==> config.mk <==
export PLATFORM = sky130hd
export DESIGN_NAME = mux_scan_ctrl
export DESIGN_NICKNAME = d
export VERILOG_FILES = /design/src/rtl/mux_scan_ctrl.sv
export SDC_FILE = /design/constraint.sdc
export NUM_CORES = 1
export LEC_CHECK = 0
export BUFFER_PORTS_ARGS = -buffer_cell sky130_fd_sc_hd__buf_2
export CAP_MARGIN = 25
export CORE_ASPECT_RATIO = 0.6
export CORE_MARGIN = 8
export CORE_UTILIZATION = 34
export CTS_BUF_LIST = sky130_fd_sc_hd__clkbuf_8 sky130_fd_sc_hd__clkbuf_16
export CTS_CLUSTER_SIZE = 30
export DETAILED_ROUTE_END_ITERATION = 8
export GPL_TIMING_DRIVEN = 0
export PLACE_DENSITY = 0.5
export SLEW_MARGIN = 5
export SYNTH_ARGS = -nofsm -noshare
export SYNTH_HDL_FRONTEND = slang
export SYNTH_SLANG_ARGS = --single-unit
==> constraint.sdc <==
create_clock -name clk -period 5.6 [get_ports clk]
set_input_delay 0.28 -clock clk [delete_from_list [all_inputs] [get_ports clk]]
set_output_delay 0.28 -clock clk [all_outputs]
set_load 0.02 [all_outputs]
==> src/rtl/mux_scan_ctrl.sv <==
// mux_scan_ctrl: steps a 4:1 mux through the enabled channels, dwelling on each
// before capturing mux_out; skipped channels take one cycle and read as 0.
module mux_scan_ctrl #(
   parameter int DWELL = 4
) (
   input  logic       clk,
   input  logic       rst,
   input  logic       start,
   input  logic [3:0] mask,
   input  logic       mux_out,
   output logic [1:0] select,
   output logic [3:0] sample,
   output logic       busy,
   output logic       done
);
   typedef enum logic [1:0] {IDLE, SCAN, DONE} state_t;
   localparam logic [7:0] LAST = 8'(DWELL - 1);
   state_t     state;
   logic [1:0] ch;
   logic [7:0] cnt;
   logic [3:0] msk;
   logic [3:0] shadow;
   logic       fin;
   logic       bit_val;
   always_comb begin
      fin     = !msk[ch] || cnt == LAST;
      bit_val = msk[ch] & mux_out;
   end
   always_ff @(posedge clk) begin
      if (rst) begin
         state  <= IDLE;
         ch     <= '0;
         cnt    <= '0;
         msk    <= '0;
         shadow <= '0;
         sample <= '0;
         select <= '0;
         busy   <= 1'b0;
         done   <= 1'b0;
      end else begin
         case (state)
            IDLE: if (start) begin
               state  <= SCAN;
               msk    <= mask;
               ch     <= '0;
               cnt    <= '0;
               shadow <= '0;
               select <= '0;
               busy   <= 1'b1;
            end
            SCAN: if (fin) begin
               shadow[ch] <= bit_val;
               cnt        <= '0;
               // the last channel's bit is merged directly so sample is complete on this edge
               if (ch == 2'd3) begin
                  state  <= DONE;
                  sample <= {bit_val, shadow[2:0]};
                  select <= '0;
                  busy   <= 1'b0;
                  done   <= 1'b1;
               end else begin
                  ch     <= ch + 2'd1;
                  select <= ch + 2'd1;
               end
            end else begin
               cnt <= cnt + 8'd1;
            end
            default: begin
               state <= IDLE;
               done  <= 1'b0;
            end
         endcase
      end
   end
endmodule

==> impl_results.md <==
* Outcome: completed
* Chip height at roughly 65 um
* Placed inst area at roughly 1500 um^2
* Most frequent cell after synthesis: dfxtp_1
* Setup bufs post-CTS at 0
* Clock share of power at 0.326
* Setup Skew at approximately 0.0047 ns
* Gr busiest metal: met1
* Syn. warnings at 0
* Drt pass-1 iters at 4
* Ys flop type: dfxtp_1
* DRT iter0 DRCs at 52
* GRT Util Overall at 0.107
* Post-synth design cell area at 1350 um^2
* Worst path max stage delay at around 0.42 ns
* Distinct cells, synth at 46
* Switching Share at 0.261
* DR vias at between 1000 and 1500
* Relative slew margins at 0.410
* Skew-Pair Late Insertion Delay at between 0.2 and 0.3 ns
* CTS tree: yes
* Slowest-stage cell, CP: a221oi_2
* Chip width at ~100 um
* Layout cells sized above 1 at 0.206
* Hold WC Path Type: input port to register
* Area delta synth->final at 13.2%
* Register area share after synthesis at 0.401
* # hold bufs at CTS at 0
* RSZ-0062 raised after global routing: false
* CP top delay family: simple AND/OR/NAND/NOR gates
* Worst hold stages at 3
* Reg2reg setup slack at 3.49 ns
* GP Congestion at roughly 0.75
* DIE AREA at approximately 6300 um^2
* DRC violations left at 0
* Final WL at 3230 um
* Worst setup EP type: register
* Synth top cells by count: 27 x dfxtp_1, 11 x nand2_1, 11 x nor2_1, 10 x o21ai_0, 8 x nand3_1
* Clk sinks at 27
* HPWL Detailed at roughly 2500 um
* MaxCap Viol Count at 0
* Seq pwr share at 0.561
* Pleak at between 0.5 and 0.6 nW
* # nets final at 174
* Syn Area/Cell at ~9.5 um^2
* TNS Setup at 0 ns
* Vias/cell at around 5.3
* Reg clk slew, reported paths at ~0.10 ns
* Final setup violation count at 0
* Achievable Freq at ~0.47 GHz
* Net Sw Power at 93.3 uW
* CTS max path bufs at 2
* Routing usage on met1 at 0.155
* Dominant cell type by area after synthesis: dfxtp_1
* H-Tree Depth at 1
* Met2 usage at 0.144
* Synth Net Count at between 150 and 200
* First-pass GRT wire length at approximately 5500 um
* Post-Syn Instances at between 100 and 150
* Reg2reg start: cnt[0]$_SDFFE_PP0P_
* Yosys reg bits at 27
* WP data required at roughly 5.8 ns
* Final Cell Area at 1530 um^2
* PostCTS Resize Cnt at 0
* Total area of sequential cells at 541 um^2
* Share of flip-flops with an asynchronous set or reset at 0
* Crit Path Category: register to register
* WL per Instance at 15.6 um
* Largest net degree at the start of global routing at 17
* PwrDens at between 200 and 250 nW/um^2
* RR Endpoint: ch[0]$_SDFFE_PP0P_
* Vias in the first global route at approximately 1100
* Worst Setup Start Kind: register
* Worst vdd ir at approximately 0.00013 V
* Worst slew pin tran at around 0.9 ns
* Core Util, Final at 0.408
* Met3 GRT Util at 0.0381
* Row count at 17
* Post-synth EDFFs at 0
* Yosys top cell area share at 0.401
* Buffers on Ports at 14
* Reg2Reg Depth at 5
* Critical Path, Cell by Cell: ha_1, nor4b_2, nand2_1, a221oi_2, mux2_1
* Pint at around 260 uW
* Combinational power share at 0.114
* Layout fillers at ~400
* Initial antenna violation count at 0
* TritonCTS buffer count at 3
* Worst hold endpoint: msk[1]$_SDFFE_PP0P_
* Ports at 16
* Antenna cell count at 0
* Root Driver: clkbuf_8
* CP Buf/Inv Count at 0
* Post-route clock period utilization at 0.377
* Final hold vios at 0
* Ranking of synthesized cells by area: dfxtp_1 40%, mux2i_1 5.2%, ha_1 4.6%, o21ai_0 3.7%, nand2_1 3.1%
* Initial core utilization at 0.360
* Pins Over Slew Limit at 0
* Area occupied by multi-input gates at 758 um^2
* Congestion Overflow GR at 0
* Post-route ant nets at 0
* Hold wc startpoint: mask[1]
* Critical Path AT at around 2.3 ns
* Crit Path Max Fanout at 5
* Final critical-path required period at 2.11 ns
* Core area at roughly 3700 um^2
## worst max path at each step
| stage | start | end | slack, ns | cells after the start |
|---|---|---|---|---|
| 3_5_place_dp | cnt[0]$_SDFFE_PP0P_ | ch[0]$_SDFFE_PP0P_ | 3.54 | 5 |
| 5_1_grt | cnt[0]$_SDFFE_PP0P_ | ch[0]$_SDFFE_PP0P_ | 3.27 | 5 |
| 2_1_floorplan | cnt[0]$_SDFFE_PP0P_ | ch[0]$_SDFFE_PP0P_ | 3.81 | 5 |
| 3_3_place_gp | cnt[0]$_SDFFE_PP0P_ | ch[0]$_SDFFE_PP0P_ | 3.56 | 5 |
| 6_report | cnt[0]$_SDFFE_PP0P_ | ch[0]$_SDFFE_PP0P_ | 3.49 | 5 |
| 4_1_cts | cnt[0]$_SDFFE_PP0P_ | ch[0]$_SDFFE_PP0P_ | 3.51 | 5 |
## power by group through the flow
| stage | Sequential [mW] | Combinational [mW] | Clock, mW |
|---|---|---|---|
| 5_1_grt | 0.201 | 0.0451 | 0.129 |
| 4_1_cts | 0.200 | 0.0408 | 0.120 |
| 3_3_place_gp | 0.204 | 0.0399 | 0 |
| 6_report | 0.200 | 0.0406 | 0.116 |
| 3_5_place_dp | 0.205 | 0.0406 | 0 |
| 2_1_floorplan | 0.205 | 0.0276 | 0 |
## metal layers
metal,vias up,part of all wire
li1,558,-
met1,520,0.54
met2,24,0.39
met3,2,0.064
met4,0,0.0062
met5,-,0
## logic make-up (layout without fill, tap and decap cells)
kind of cell,count (synthesis),in the layout,share of synthesized area
buffers and inverters,11,29,0.0371
adder cells (fa/ha/maj),5,5,0.0464
XOR/XNOR,3,3,0.0195
multiplexers,9,9,0.0770
flip-flops,27,27,0.401
AO/OA/AOI/OAI,38,38,0.217
AND/OR/NAND/NOR,49,49,0.202
## registers in the layout, indices dropped and copies added, names as in the netlist
signal  flops
select      2
ch          2
state       2
busy        1
msk         4
cnt         8
sample      4
done        1
shadow      3
## stage by stage
step	hold WS (ns)	instances	worst slack [ns]	power, mW
5_1_grt	0.240	207	3.27	0.375
4_1_cts	0.229	207	3.51	0.361
6_report	0.232	207	3.49	0.357
3_5_place_dp	0.468	203	3.54	0.245
3_3_place_gp	0.460	203	3.56	0.244
2_1_floorplan	0.427	142	3.81	0.233
## worst min-delay path: stages
cell and delay [ns]:
buf_2 0.07, mux2i_1 0.05, nor2_1 0.07
## placed cells by master, fill, tap and decap left out, drive strengths merged, types with 3 or more instances in the layout
cell	count
o21ai	10
ha	5
a21oi	7
inv	4
nor2	11
nand3	8
o221ai	3
clkbuf	9
mux2i	7
buf	15
nand2	11
dfxtp	27
a32o	4
## cell type report
class	count	share of cell area
Sequential cell	27	0.354
Timing Repair Buffer	14	0.0459
Tap cell	47	0.0385
Multi-Input combinational cell	104	0.497
Clock inverter	1	0.00492
Inverter	4	0.00984
Clock buffer	3	0.0270
Buffer	7	0.0230
No activity file was read; power rests on OpenSTA's default activity.
